File: src/rtl/rnm_pkg.sv
// rnm_pkg: shared state type, widths and helpers for rare_node_activity_monitor.
package rnm_pkg;

    // Monitor FSM states; the encoding is also exported on the debug port.
    typedef enum logic [1:0] {
        IDLE  = 2'd0,
        ARMED = 2'd1,
        ALERT = 2'd2
    } rnm_state_e;

    localparam int unsigned TOTAL_W = 16;   // alert_total width
    localparam int unsigned TS_W    = 32;   // timestamp width

    // Increment that sticks at all-ones instead of wrapping.
    function automatic logic [TOTAL_W-1:0] sat_inc_total(input logic [TOTAL_W-1:0] value);
        if (value == {TOTAL_W{1'b1}}) begin
            return value;
        end
        return value + 1'b1;
    endfunction

endpackage

File: src/rtl/rnm_edge_sync.sv
// rnm_edge_sync: two-stage sampling of the monitored node and 0->1 detection.
// act_o is high for one cycle after a rise has been captured in s1, so a level
// held high produces exactly one activation.
module rnm_edge_sync (
    input  logic clk_i,
    input  logic rst_ni,
    input  logic node_i,
    output logic act_o
);

    logic s1_q;
    logic s2_q;

    // Shift the node through s1 then s2 every clock.
    always_ff @(posedge clk_i or negedge rst_ni) begin
        if (!rst_ni) begin
            s1_q <= 1'b0;
            s2_q <= 1'b0;
        end else begin
            s1_q <= node_i;
            s2_q <= s1_q;
        end
    end

    assign act_o = s1_q & ~s2_q;

endmodule

File: src/rtl/rare_node_activity_monitor.sv
// rare_node_activity_monitor: counts rising edges of node I15645 over fixed
// windows of WIN_LEN cycles and raises a held alarm when a closing window
// reaches THRESH activations. The alarm stays up until alarm_ack.
// Optional feature macro: RNM_TIMESTAMP_EN adds a free-running cycle counter
// and the alarm_ts output captured on every ALERT entry.
//
// Windowing runs on every edge with mon_en=1; the edge that leaves IDLE is the
// win_cnt=0 edge of the first window. dbg_state exports the FSM state.
module rare_node_activity_monitor
    import rnm_pkg::*;
#(
    parameter int unsigned WIN_LEN = 256,
    parameter int unsigned THRESH  = 4,
    parameter int unsigned CNT_W   = 8
) (
    input  logic               I1470,
    input  logic               I1477,
    input  logic               I15645,
    input  logic               mon_en,
    input  logic               alarm_ack,
    output logic               alarm,
    output logic               win_done,
    output logic [CNT_W-1:0]   win_count,
    output logic [TOTAL_W-1:0] alert_total,
`ifdef RNM_TIMESTAMP_EN
    output logic [TS_W-1:0]    alarm_ts,
`endif
    output logic [1:0]         dbg_state
);

    localparam int unsigned      WIN_W    = (WIN_LEN > 1) ? $clog2(WIN_LEN) : 1;
    localparam logic [WIN_W-1:0] WIN_LAST = WIN_W'(WIN_LEN - 1);
    localparam logic [CNT_W-1:0] CNT_MAX  = {CNT_W{1'b1}};
    localparam logic [CNT_W-1:0] THRESH_C = CNT_W'(THRESH);

    rnm_state_e         state_q;
    logic               alarm_q;
    logic               win_done_q;
    logic [WIN_W-1:0]   win_cnt_q;
    logic [CNT_W-1:0]   act_cnt_q;
    logic [CNT_W-1:0]   act_cnt_d;
    logic [CNT_W-1:0]   win_count_q;
    logic [TOTAL_W-1:0] alert_total_q;
    logic               act;
    logic               win_close;
    logic               hit;

    rnm_edge_sync u_edge_sync (
        .clk_i  (I1470),
        .rst_ni (I1477),
        .node_i (I15645),
        .act_o  (act)
    );

    // Running count including this cycle's activation, saturated at all-ones.
    always_comb begin
        act_cnt_d = act_cnt_q;
        if (act && (act_cnt_q != CNT_MAX)) begin
            act_cnt_d = act_cnt_q + 1'b1;
        end
    end

    // An activation on the closing edge still belongs to the closing window.
    assign win_close = mon_en && (win_cnt_q == WIN_LAST);
    assign hit       = win_close && (act_cnt_d >= THRESH_C);

    // Monitor FSM with the alarm level registered alongside the state.
    always_ff @(posedge I1470 or negedge I1477) begin
        if (!I1477) begin
            state_q <= IDLE;
            alarm_q <= 1'b0;
        end else begin
            unique case (state_q)
                IDLE: begin
                    if (mon_en) begin
                        state_q <= ARMED;
                    end
                end
                ARMED: begin
                    if (!mon_en) begin
                        state_q <= IDLE;
                    end else if (hit) begin
                        state_q <= ALERT;
                        alarm_q <= 1'b1;
                    end
                end
                ALERT: begin
                    // A fresh hit on the ack edge keeps the alarm raised.
                    if (alarm_ack && !hit) begin
                        state_q <= mon_en ? ARMED : IDLE;
                        alarm_q <= 1'b0;
                    end
                end
                default: begin
                    state_q <= IDLE;
                    alarm_q <= 1'b0;
                end
            endcase
        end
    end

    // Window position, activation count, window result and alert tally.
    always_ff @(posedge I1470 or negedge I1477) begin
        if (!I1477) begin
            win_cnt_q     <= '0;
            act_cnt_q     <= '0;
            win_count_q   <= '0;
            win_done_q    <= 1'b0;
            alert_total_q <= '0;
        end else begin
            win_done_q <= 1'b0;
            if (!mon_en) begin
                win_cnt_q <= '0;
                act_cnt_q <= '0;
            end else if (win_close) begin
                win_cnt_q   <= '0;
                act_cnt_q   <= '0;
                win_count_q <= act_cnt_d;
                win_done_q  <= 1'b1;
                if (hit) begin
                    alert_total_q <= sat_inc_total(alert_total_q);
                end
            end else begin
                win_cnt_q <= win_cnt_q + 1'b1;
                act_cnt_q <= act_cnt_d;
            end
        end
    end

`ifdef RNM_TIMESTAMP_EN
    logic [TS_W-1:0] ts_cnt_q;
    logic [TS_W-1:0] alarm_ts_q;

    // Free-running cycle counter; snapshot it only on ARMED->ALERT entry.
    always_ff @(posedge I1470 or negedge I1477) begin
        if (!I1477) begin
            ts_cnt_q   <= '0;
            alarm_ts_q <= '0;
        end else begin
            ts_cnt_q <= ts_cnt_q + 1'b1;
            if ((state_q == ARMED) && hit) begin
                alarm_ts_q <= ts_cnt_q;
            end
        end
    end

    assign alarm_ts = alarm_ts_q;
`endif

    assign alarm       = alarm_q;
    assign win_done    = win_done_q;
    assign win_count   = win_count_q;
    assign alert_total = alert_total_q;
    assign dbg_state   = state_q;

endmodule

File: config.mk
export PLATFORM = sky130hd
export DESIGN_NAME = rare_node_activity_monitor
export DESIGN_NICKNAME = d
export VERILOG_FILES = /design/src/rtl/rnm_pkg.sv /design/src/rtl/rnm_edge_sync.sv /design/src/rtl/rare_node_activity_monitor.sv
export SDC_FILE = /design/constraint.sdc
export NUM_CORES = 1
export LEC_CHECK = 0
export ABC_AREA = 1
export BUFFER_PORTS_ARGS = -buffer_cell sky130_fd_sc_hd__buf_2
export CAP_MARGIN = 20
export CORE_ASPECT_RATIO = 1.1
export CORE_MARGIN = 2
export CORE_UTILIZATION = 50
export CTS_BUF_LIST = sky130_fd_sc_hd__clkbuf_8
export DETAILED_ROUTE_END_ITERATION = 10
export PLACE_DENSITY = 0.75
export SKIP_CTS_REPAIR_TIMING = 1
export SLEW_MARGIN = 20
export SYNTH_ARGS = -nofsm -noshare
export SYNTH_HDL_FRONTEND = slang
export SYNTH_SLANG_ARGS = --single-unit
File: constraint.sdc
create_clock -name I1470 -period 1.8 [get_ports I1470]
set_input_delay 0.45 -clock I1470 [delete_from_list [all_inputs] [get_ports I1470]]
set_output_delay 0.45 -clock I1470 [all_outputs]
set_load 0.1 [all_outputs]
## Yosys cells after proc, flatten, opt, wreduce, memory -nomap -nowiden

Index checks and enable logic that the tools add are counted.

- Equality and inequality tests: 11
- Div/mod/pow operators: 0
- Shifts and indexed selects: 0
- $mul: 0
- Bitwise gates (word level): 3
- Order comparisons: 1
- Add/subtract/negate cells: 3
- Reduce and logical (&&, ||, !) cells: 10
- Muxes and demuxes: 22

Operators by type and width:

| cell | number |
|---|---|
| $mux 8 | 5 |
| $add 16x1->16 const B | 1 |
| $add 8x1->8 const B | 2 |
| $eq 16x16->1 const B | 1 |
| $mux 16 | 1 |
| $mux 1 | 10 |
| $ne 2x2->1 const B | 5 |
| $eq 8x8->1 const B | 1 |
| $ge 8x3->1 const B | 1 |
| $mux 2 | 4 |
| $ne 8x8->1 const B | 1 |
| $reduce_and 4->1 | 2 |
| $pmux 2 s3 | 1 |
| $logic_and 1x1->1 | 4 |
| $ne 3x3->1 const B | 1 |
| $pmux 1 s3 | 1 |
| $reduce_and 3->1 | 1 |
| $eq 2x1->1 const B | 1 |
| $eq 2x2->1 const B | 1 |
| $logic_not 2->1 | 1 |
| $not 1->1 | 2 |
| $reduce_and 2->1 | 1 |
| $and 1x1->1 | 1 |
| $logic_not 1->1 | 1 |

- Bits in read-only memories: 0
- Output and inout bits: 28
- Memories: 0
- Bits in latches: 0
- Register bits after elaboration: 46
- Word-level logic and storage cells: 59
- Input bits: 5
- RAM bits: 0

## Depth between registers and ports, before layout

Gate-level depths: netlist of run 1.

- Word-level depth: 11
- Mapped depth: 16
- Gate-level depth less buffers: 15

## Cells and area by module

From an unflattened synthesis of run 1, not the netlist that was laid out.

- Cells, all modules: 302
- Area total of the unflattened synthesis: 2459.9 µm²

Modules (own cells, without submodules):

| module | sequential area each (µm²) | times used | cells an instance | area each (µm²) |
|---|---|---|---|---|
| rare_node_activity_monitor | 1101.1 | 1 | 298 | 2399.8 |
| rnm_edge_sync | 50.0 | 1 | 4 | 60.1 |

## Worst setup path before layout of run 1

OpenSTA, ideal clock, no wires.

- Path kind: reg2reg
- From: register alert_total_q[1], in the netlist alert_total[1]
- To: register alert_total_q[3], in the netlist alert_total[3]
- Cell stages (with the launch flop): 8
- Clock period less this slack: 2.301 ns
- Arrival time: 2.178 ns
- Setup slack: -0.501 ns
- Library setup time: 0.123 ns
- Path buffers: 1
- Data required time: 1.677 ns
- Path through: dfrtp_1 ha_1 nand3_1 nor2_1 nand3_1 clkbuf_1 nand3_1 nand2_1

- Word-level cells in the longest chain between the ends: 7
- Elaborated cells on any way between the ends: 9
- Classes of those cells: 1 x add/sub; 2 x eq/ne; 5 x mux; 1 x reduce/logical

Ends and longest elaborated chain:

| item | RTL line | source |
|---|---|---|
| from (decl) | rare_node_activity_monitor.sv:43 | `logic [TOTAL_W-1:0] alert_total_q;` |
| from (signal assigned) | rare_node_activity_monitor.sv:121 | `alert_total_q <= sat_inc_total(alert_total_q);` |
| $eq 16x16->1 | rnm_pkg.sv:16 | `if (value == {TOTAL_W{1'b1}}) begin` |
| $mux 1 | rnm_pkg.sv:16 |  |
| $mux 1 | rare_node_activity_monitor.sv:120 | `if (hit) begin` |
| $mux 1 | rare_node_activity_monitor.sv:115 | `end else if (win_close) begin` |
| $mux 1 | rare_node_activity_monitor.sv:112 | `if (!mon_en) begin` |
| $ne 2x2->1 (no line) | -- |  |
| $reduce_and 4->1 (no line) | -- |  |

Several ways; a longest one is shown, not always the timed one. The select of a mux whose other input is x is not followed.
A chain may end at the register's enable or synchronous reset.

## Final worst setup path of run 1

- From: register act_cnt_q[0]
- To: register alert_total_q[0], in the netlist alert_total[0]

- Word-level cells in the longest chain between the ends: 6
- Elaborated cells on any way between the ends: 7
- Classes of those cells: 1 x add/sub; 1 x order compare; 1 x eq/ne; 1 x mux; 3 x reduce/logical

Ends and longest elaborated chain:

| item | RTL line | source |
|---|---|---|
| from (decl) | rare_node_activity_monitor.sv:40 | `logic [CNT_W-1:0] act_cnt_q;` |
| from (signal assigned) | rare_node_activity_monitor.sv:125 | `act_cnt_q <= act_cnt_d;` |
| parallel branches: the longest is 2 deep, another holds $add 8x1->8 | -- |  |
| $mux 8 (*) | rare_node_activity_monitor.sv:58 | `if (act && (act_cnt_q != CNT_MAX)) begin` |
| $ge 8x3->1 (*) | rare_node_activity_monitor.sv:65 | `assign hit = win_close && (act_cnt_d >= THRESH_C);` |
| $logic_and 1x1->1 (*) | rare_node_activity_monitor.sv:65 |  |
| $reduce_and 4->1 (no line) (*) | -- |  |

Every way passes the cells marked *.

==> metrics.txt, run 1 <==
hold path endpoint u_edge_sync.s1_q; Sequential Area approximately 1200 µm²; Antenna diodes 0; Synth top area share 0.480; most repeated library cell on the critical path nand2_4; Syn-to-layout area delta 32.1%; Port Buffers 32; placed insts 403; flops & latches, synth 46; Period minus WS final 1.84 ns; flop-to-flop setup slack -0.04 ns; WHS 0.258 ns; Avg Cell Area, Syn 8.15 µm²; RSZ-0062 raised after global routing yes; Worst-path clk slew 0.09 ns; Async S/R FF share, synth 1.00; clock tree buffer depth 2; worst r2r path cells 14; Setup violations, final 18; core box area roughly 4600 µm²; EDFF count, synth 0; hold path cells 1; insertion delay to the later sink of the worst-skew pair 0.30 ns; failing checks negative setup slack; CP required 2.00 ns; Final period util 1.02; row cnt 26; final-layout fill cell count 362; HPWL after detailed placement approximately 3800 µm; fin. max-slew vios 0; chip width roughly 70 µm; critical path type reg -> reg; WL final 5570 µm; vias in the first global route 2022; area of the multi-input gates 1250 µm²; CTS Sinks 46; clk_skew 0.00665 ns; hold_sp I15645; Max VDD drop 0.552 mV; Reg-to-Reg End alert_total[0]; most common cell in the netlist nand2_1; maxcap violations 0; fin util 0.686; synthesized cell area 2400 µm²; nets 367; Final GP Congestion 0.840; startpoint types flop; most area-consuming cells after synthesis dfrtp_1 48%, nand2_1 13%, nand3_1 6.3%; critical path cell sequence ha_4 -> nand2_4 -> nor2_4 -> nand2_4 -> nand2_8 -> nand2_1 -> nand2_2 -> nor2_1 -> nand2_1 -> nand2_2 -> inv_2 -> nand2_4 -> buf_12 -> xor2_2; HP Class in -> reg; global route overflow 0; Pre-antenna DRT Iters 4; post-route ant nets 0; dpl cell area 2840 µm²; crit-path max FO 6; Slew Limit Headroom 0.673; synth cell count leaders 82 x nand2_1, 46 x dfrtp_1, 31 x inv_1, 31 x nor2_1, 30 x nand3_1; Worst Slack Setup Final -0.0413 ns; mux contribution to synthesized area 0.00418; Synth Area in Compound Gates 0.0438; CTS Buf Count 5; antenna violations before repair 0; largest net degree at the start of global routing 23; CTS H-tree lvls 2; Initial Util 0.519; synthesized net count 302; Fin. Hold Viols 0; synthesis warning total 0; status finished, violations left; Yosys top cell by area dfrtp_1; adder-cell share of the synthesized area 0.0157; P_leak about 1.5 nW; first-pass GRT wire length 8990 µm; crit end category flop; Vias/cell ~5.1; count of different cell masters after synthesis 32; CTS tree yes; Mapped Cells slightly below 300; reg2reg start act_cnt_q[0]; Overall Global Routing Usage 0.208; CTS Root Buffer Type clkbuf_8; worst-margin pin slew 0.493 ns; Finished Layout Cells 416; vias 2109; predominant post-synthesis flop cell dfrtp_1; main combinational cell family by area after synthesis simple AND/OR/NAND/NOR gates; slowest stage cell, crit path dfrtp_1; post-route DRC violation count 0; fraction of layout instances using a drive strength above 1 0.386; die area 5360 µm²; Data arrival, critical path 2.04 ns; share of the yosys chip area belonging to registers 0.480; post-route cell area 3170 µm²; num ports 33; CP peak stage delay 0.41 ns; die height 76.6 µm; post-detailed-route wirelength per cell 13.4 µm; power density over the cells 631 nW/µm²; xor and xnor area share after synthesis 0.0762; DRT iter0 DRCs 117; simple logic cell fraction of the synthesized area 0.313; FMAX 543 MHz
[cells by family (layout without fill, tap and decap cells)]
group                      Yosys count  count (layout)
buffers and inverters               39             105
xor gates and xnor gates            20              20
AOI/OAI and AO/OA                   19              19
and+or+nand+nor                    166             166
muxes                                1               1
adders and majority gates            3               3
DFF                                 46              46
[per-layer routing]
layer	wire, µm	GRT usage	up-vias	share of wire
met3	179	0.0437	7	0.032
met4	72	0.0750	0	0.013
met5	0	0	-	0
met2	2880	0.357	40	0.52
met1	2430	0.259	1009	0.44
li1	-	-	1053	-
[critical path: cells and delay by family, from the launching register on]
kind | cells | cell delay, ns
and+or+nand+nor | 10 | 0.80
DFF | 1 | 0.41
buffers and inverters | 2 | 0.23
adders and majority gates | 1 | 0.17
xor gates and xnor gates | 1 | 0.13
[cells in the final DEF, fill, tap and decap left out, drive strengths merged, types with 2 or more instances in the layout]
| cell type | netlist | layout |
|---|---|---|
| nor3 | 4 | 4 |
| nand3b | 2 | 2 |
| a21oi | 2 | 2 |
| clkinvlp | 0 | 3 |
| clkbuf | 2 | 7 |
| nand4 | 4 | 4 |
| o21ai | 14 | 14 |
| ha | 3 | 3 |
| inv | 33 | 32 |
| xor2 | 12 | 12 |
| xnor2 | 8 | 8 |
| nor2 | 35 | 35 |
| buf | 4 | 61 |
| dfrtp | 46 | 46 |
| nand3 | 30 | 30 |
| nand2 | 89 | 89 |
[report_power, final]
part | switching [mW] | internal, mW
Combinational | 0.190 | 0.0648
Sequential | 0.0200 | 1.06
Clock | 0.358 | 0.309
Total | 0.568 | 1.43
[final cells by class]
type | count | area share
inverters | 33 | 0.0403
well taps | 56 | 0.0221
repair inverters | 1 | 0.00237
clock buffers | 6 | 0.0261
flip-flops and latches | 46 | 0.371
repair buffers | 63 | 0.139
multi-input cells | 209 | 0.395
clock inverters | 2 | 0.00395
[flip-flops by register name, indices dropped and copies added (netlist names)]
register / count
act_cnt_q: 8
u_edge_sync.s2_q: 1
win_cnt_q: 8
win_count: 8
alert_total: 16
dbg_state: 2
win_done: 1
u_edge_sync.s1_q: 1
alarm: 1
[stage by stage]
step	power, mW	worst slack [ns]	setup TNS, ns
finish	2.00	-0.0413	-0.443
global route	2.08	-0.213	-3.90
CTS	2.00	-0.0656	-0.805
detailed placement	1.34	-0.0261	-0.190
global placement	1.33	0.0108	0
floorplan	1.26	0.0195	0
[worst max-delay path by stage]
stage	startpoint	end	slack, ns
2_1_floorplan	alert_total[1]	alert_total[3]	0.02
3_3_place_gp	act_cnt_q[0]	alert_total[13]	0.01
3_5_place_dp	act_cnt_q[0]	alert_total[8]	-0.03
4_1_cts	act_cnt_q[0]	alert_total[8]	-0.07
5_1_grt	act_cnt_q[0]	alert_total[1]	-0.21
6_report	act_cnt_q[0]	alert_total[0]	-0.04
Note: power is estimated with default switching activity, not from simulation.
==> inputs of run 2 (changes only) <==
--- a/config.mk
+++ b/config.mk
@@ -8,12 +8,12 @@
 export ABC_AREA = 1
 export BUFFER_PORTS_ARGS = -buffer_cell sky130_fd_sc_hd__buf_2
 export CAP_MARGIN = 20
-export CORE_ASPECT_RATIO = 1.1
+export CORE_ASPECT_RATIO = 1.4
 export CORE_MARGIN = 2
 export CORE_UTILIZATION = 50
 export CTS_BUF_LIST = sky130_fd_sc_hd__clkbuf_8
 export DETAILED_ROUTE_END_ITERATION = 10
-export PLACE_DENSITY = 0.75
+export PLACE_DENSITY_LB_ADDON = 0.05
 export SKIP_CTS_REPAIR_TIMING = 1
 export SLEW_MARGIN = 20
 export SYNTH_ARGS = -nofsm -noshare
==> metrics.txt, run 2 (synthesis results as in run 1) <==
status finished, violations left; failing checks negative setup slack; post-route cell area 3140 µm² (-0.75%); Max VDD drop 0.421 mV (-24%); met1 usage 0.256 (-0.00263); Fin. Hold Viols 0 (unchanged); global route overflow 0 (unchanged); met3 Use GR 0.0276 (-0.0161); maxcap violations 0 (unchanged); Pre-antenna DRT Iters 4 (unchanged); RSZ-0062 raised after global routing yes; vias 2100 (-0.43%); worst path bufs/invs 2 (unchanged); Data arrival, critical path 2.06 ns (+0.02 ns); Vias/cell 4.95 (-2.3%); HP Class in -> async; WL final 5460 µm (-1.9%); insertion delay to the later sink of the worst-skew pair 0.30 ns (about the same); post-detailed-route wirelength per cell 12.9 µm (-3.8%); nets 369 (+0.54%); Overall Global Routing Usage 0.217 (+0.00869); FMAX 535 MHz (-1.6%); critical path type reg -> reg; CTS Sinks 46 (unchanged); chip width 62.5 µm (-11%); Final GP Congestion 0.874 (+4.0%); fraction of layout instances using a drive strength above 1 0.373 (-0.0132); critical path cell sequence ha_2 -> nand3_2 -> nand3b_1 -> nor2_1 -> nand2_2 -> nor2_4 -> buf_6 -> clkinvlp_4 -> nand2_1 -> o21ai_1; CTS H-tree lvls 2 (unchanged); num ports 33 (unchanged); CTS tree yes; Slew Limit Headroom 0.673 (-0.000746); post-route ant nets 0 (unchanged); power density over the cells 661 nW/µm² (+4.7%); first-pass GRT wire length 9220 µm (+2.5%); Antenna diodes 0 (unchanged); most frequent cells in the layout 62 x nand2_1, 32 x inv_1, 32 x buf_2, 30 x nor2_1, 30 x dfrtp_1; largest net degree at the start of global routing 47 (+100%); vias in the first global route 2089 (+3.3%); clk_skew 0.00514 ns (-0.00151 ns); CTS Root Buffer Type clkbuf_8; post-route DRC violation count 0 (unchanged); die height 85.9 µm (+12%); Initial Util 0.524 (+0.00540); met2 Usage GRT 0.402 (+0.0446); antenna violations before repair 0 (unchanged); Syn-to-layout area delta 31.1%; Worst-path clk slew 0.08 ns (about the same); Largest register FFs 16 (unchanged); HPWL after detailed placement 3870 µm (+1.4%); Final period util 1.04 (+0.0162); DRT iter0 DRCs 82 (-30%); die area 5370 µm² (+0.14%); CP required 1.99 ns (about the same); worst-margin pin slew 0.494 ns (+0.00113 ns); startpoint types flop; most common cell after layout, fill and taps aside nand2_1; busiest grt layer met2; Setup violations, final 17 (-1); crit end category flop; P_leak 1.53 nW (-0.74%); Worst Slack Setup Final -0.0705 ns (-0.0292 ns); crit-path max FO 8 (+2); row cnt 29 (+12%); final-layout fill cell count 413 (+14%); fin. max-slew vios 0 (unchanged); core box area 4570 µm² (-1.0%); CTS Buf Count 5 (unchanged); Period minus WS final 1.87 ns (+0.0292 ns); Total Power Consumption 2.08 mW (+3.9%); dpl cell area 2870 µm² (+1.2%); CP top delay family simple AND/OR/NAND/NOR gates; Finished Layout Cells 424 (+1.9%); slowest stage cell, crit path dfrtp_1; clock tree buffer depth 2 (unchanged); placed insts 411 (+2.0%); Port Buffers 32 (unchanged); WHS 0.124 ns (-0.134 ns); CP peak stage delay 0.38 ns (-0.03 ns)
-- run 2: final timing paths --
path / startpoint / slack, ns / cells after the start / to
setup / recovery: win_cnt_q[0] / -0.07 / 10 / win_count[3]
hold / removal: I1477 / 0.12 / 2 / win_cnt_q[6]
setup reg to reg: win_cnt_q[0] / -0.07 / 10 / win_count[3]
hold reg to reg: u_edge_sync.s1_q / 0.42 / 0 / u_edge_sync.s2_q
max in group asynchronous: I1477 / 1.45 / 2 / alert_total[1]
min in group I1470: I15645 / 0.26 / 1 / u_edge_sync.s1_q
-- run 2: area by class of cell --
class,instances,area [µm²],area share
Sequential cell,46,1180,0.374
Tap cell,62,77.6,0.0247
Timing Repair inverter,1,7.51,0.00239
Clock buffer,5,68.8,0.0219
Inverter,33,128,0.0406
Timing Repair Buffer,65,448,0.143
Clock inverter,3,37.5,0.0119
Multi-Input combinational cell,209,1200,0.382
-- run 2: worst reg2reg max path: stages (launching register included) --
cell	delay, ns
dfrtp_1	0.38
ha_2	0.21
nand3_2	0.08
nand3b_1	0.18
nor2_1	0.13
nand2_2	0.09
nor2_4	0.15
buf_6	0.15
clkinvlp_4	0.21
nand2_1	0.12
o21ai_1	0.07
-- run 2: per-stage QoR --
stage / worst slack, ns / TNS, ns / utilization
final: -0.0705 / -0.524 / 0.687
after global routing: -0.211 / -4.62 / 0.687
after CTS: -0.0685 / -1.06 / 0.651
after detailed placement: -0.0573 / -0.637 / 0.628
after global placement: -0.0194 / -0.0825 / 0.628
after floorplan: 0.0195 / 0 / -
-- run 2: layer usage --
metal | routed length [µm] | up-vias
met5 | 0 | -
met4 | 121 | 0
li1 | - | 1060
met1 | 2260 | 986
met3 | 185 | 12
met2 | 2900 | 42
-- run 2: power by group --
group	leakage [nW]	internal (mW)	total (mW)	switching (mW)
clock	0.0607	0.405	0.748	0.344
combinational	0.888	0.0666	0.254	0.188
sequential	0.578	1.06	1.08	0.0181
total	1.53	1.53	2.08	0.549
==> inputs of run 3 (changes only) <==
--- a/config.mk
+++ b/config.mk
@@ -8,9 +8,11 @@
 export ABC_AREA = 1
 export BUFFER_PORTS_ARGS = -buffer_cell sky130_fd_sc_hd__buf_2
 export CAP_MARGIN = 20
+export CELL_PAD_IN_SITES_DETAIL_PLACEMENT = 1
+export CELL_PAD_IN_SITES_GLOBAL_PLACEMENT = 1
 export CORE_ASPECT_RATIO = 1.4
 export CORE_MARGIN = 2
-export CORE_UTILIZATION = 50
+export CORE_UTILIZATION = 40
 export CTS_BUF_LIST = sky130_fd_sc_hd__clkbuf_8
 export DETAILED_ROUTE_END_ITERATION = 10
 export PLACE_DENSITY_LB_ADDON = 0.05
==> constraint.sdc (replaced) <==
create_clock -name I1470 -period 1.8 [get_ports I1470]
set_input_delay 0.45 -clock I1470 [delete_from_list [all_inputs] [get_ports I1470]]
set_output_delay 0.45 -clock I1470 [all_outputs]
set_load 0.005 [all_outputs]
==> metrics.txt, run 3 (synthesis results as in run 1) <==
status finished, violations left; failing checks negative setup slack; num ports 33 (unchanged); Port Buffers 32 (unchanged); Worst-path clk slew 0.09 ns (about the same); CP required 1.99 ns (about the same); post-detailed-route wirelength per cell 14.5 µm (+13%); critical path type reg -> reg; worst-margin pin slew 0.298 ns (-0.197 ns); post-route DRC violation count 0 (unchanged); clock tree buffer depth 2 (unchanged); first-pass GRT wire length 10500 µm (+14%); placed insts 423 (+2.9%); CTS Buf Count 5 (unchanged); Max VDD drop 0.258 mV (-39%); HP Class in -> async; Antenna diodes 0 (unchanged); Data arrival, critical path 2.22 ns (+0.16 ns); antenna violations before repair 0 (unchanged); worst r2r path cells 15 (+5); CTS Root Buffer Type clkbuf_8; vias 2148 (+2.3%); insertion delay to the later sink of the worst-skew pair 0.30 ns (about the same); HPWL after detailed placement 4650 µm (+20%); Syn-to-layout area delta 30.4%; most frequent cells in the layout 75 x nand2_1, 46 x dfrtp_1, 32 x buf_2, 32 x buf_4, 31 x nor2_1; Fin. Hold Viols 0 (unchanged); DRT iter0 DRCs 103 (+26%); CP top delay family simple AND/OR/NAND/NOR gates; WL final 6340 µm (+16%); global route overflow 0 (unchanged); nets 374 (+1.4%); RSZ-0062 raised after global routing yes; CTS H-tree lvls 2 (unchanged); Fin Setup TNS -3.29 ns (-2.76 ns); reg2reg start act_cnt_q[1]; worst path bufs/invs 3 (+1); Final period util 1.12 (+0.0854); crit-path max FO 7 (-1); Reg-to-Reg End alert_total[4]; Total Power Consumption 1.95 mW (-6.0%); CTS tree yes; Slew Limit Headroom 0.800 (+0.127); CTS Sinks 46 (unchanged); chip width 69.4 µm (+11%); core box area 5820 µm² (+27%); die height 95.6 µm (+11%); Final GP Congestion 0.811 (-7.1%); Finished Layout Cells 437 (+3.1%); Worst Slack Setup Final -0.224 ns (-0.154 ns); Initial Util 0.412 (-0.113); Setup violations, final 25 (+8); startpoint types flop; Critical Path Stages 15 (+5); Overall Global Routing Usage 0.201 (-0.0163); Vias/cell 4.92 (-0.76%); FMAX 494 MHz (-7.6%); CP peak stage delay 0.40 ns (+0.02 ns); row cnt 33 (+14%); flop-to-flop setup slack -0.22 ns (-0.15 ns); clk_skew 0.00874 ns (+0.00360 ns); power density over the cells 625 nW/µm² (-5.5%); post-route ant nets 0 (unchanged); largest net degree at the start of global routing 47 (unchanged); vias in the first global route 2270 (+8.7%); P_leak 1.60 nW (+4.5%); fin. max-slew vios 0 (unchanged); maxcap violations 0 (unchanged); crit end category flop; Period minus WS final 2.02 ns (+0.154 ns); die area 6640 µm² (+24%); critical path cell sequence ha_2 -> nand2_4 -> nor2_4 -> nand2_4 -> nand2_8 -> buf_4 -> o21ai_2 -> nor2_1 -> nand2_1 -> nand2_2 -> inv_2 -> nand2_4 -> clkbuf_16 -> nand2_1 -> nand2_1; most common cell after layout, fill and taps aside nand2_1; Largest register FFs 16 (unchanged); fraction of layout instances using a drive strength above 1 0.297 (-0.0759); Pre-antenna DRT Iters 4 (unchanged); slowest stage cell, crit path dfrtp_1; dpl ws -0.183 ns (-0.126 ns)
## run 3: changes by cell type in the layout (fill, tap and decap cells not counted), sizes merged
cell,change
buf,+4
bufinv,-1
clkbuf,+3
clkinv,+1
inv,-2
## run 3: worst max-delay path by stage
stage | start | to | slack [ns]
3_5_place_dp | act_cnt_q[0] | alarm | -0.18
3_3_place_gp | act_cnt_q[0] | alert_total[0] | -0.12
5_1_grt | act_cnt_q[1] | alert_total[4] | -0.37
4_1_cts | act_cnt_q[0] | alarm | -0.21
6_report | act_cnt_q[1] | alert_total[4] | -0.22
2_1_floorplan | act_cnt_q[0] | alert_total[0] | 0.04
## run 3: cell type report
type / instances / area (µm²)
timing repair inverter: 1 / 7.51
sequential: 46 / 1150
inverter: 33 / 128
fill: 723 / 2700
timing repair buffer: 70 / 508
clock buffer: 7 / 96.3
multi-input combinational: 209 / 1140
tap: 70 / 87.6
clock inverter: 1 / 8.76
## run 3: report_power, final
group,internal [mW],switching (mW)
Sequential,1.06,0.0196
Clock,0.353,0.369
Combinational,0.0687,0.0853
Total,1.48,0.473
## run 3: metal layers
layer  part of all wire  vias to the layer above  wire length [µm]  GRT usage
met2               0.57                       29              3640      0.396
li1                   -                     1069                 -          -
met3              0.024                        4               151     0.0243
met5                  0                        -                 0          0
met1               0.39                     1046              2480      0.224
met4             0.0098                        0                62     0.0588
## run 3: per-stage QoR
| step | util | hold WS, ns | instance area, µm² |
|---|---|---|---|
| floorplan | - | 0.154 | 2400 |
| global placement | 0.497 | 0.415 | 2890 |
| detailed placement | 0.497 | 0.444 | 2890 |
| CTS | 0.515 | 0.127 | 3000 |
| global route | 0.537 | 0.135 | 3130 |
| finish | 0.537 | 0.119 | 3130 |
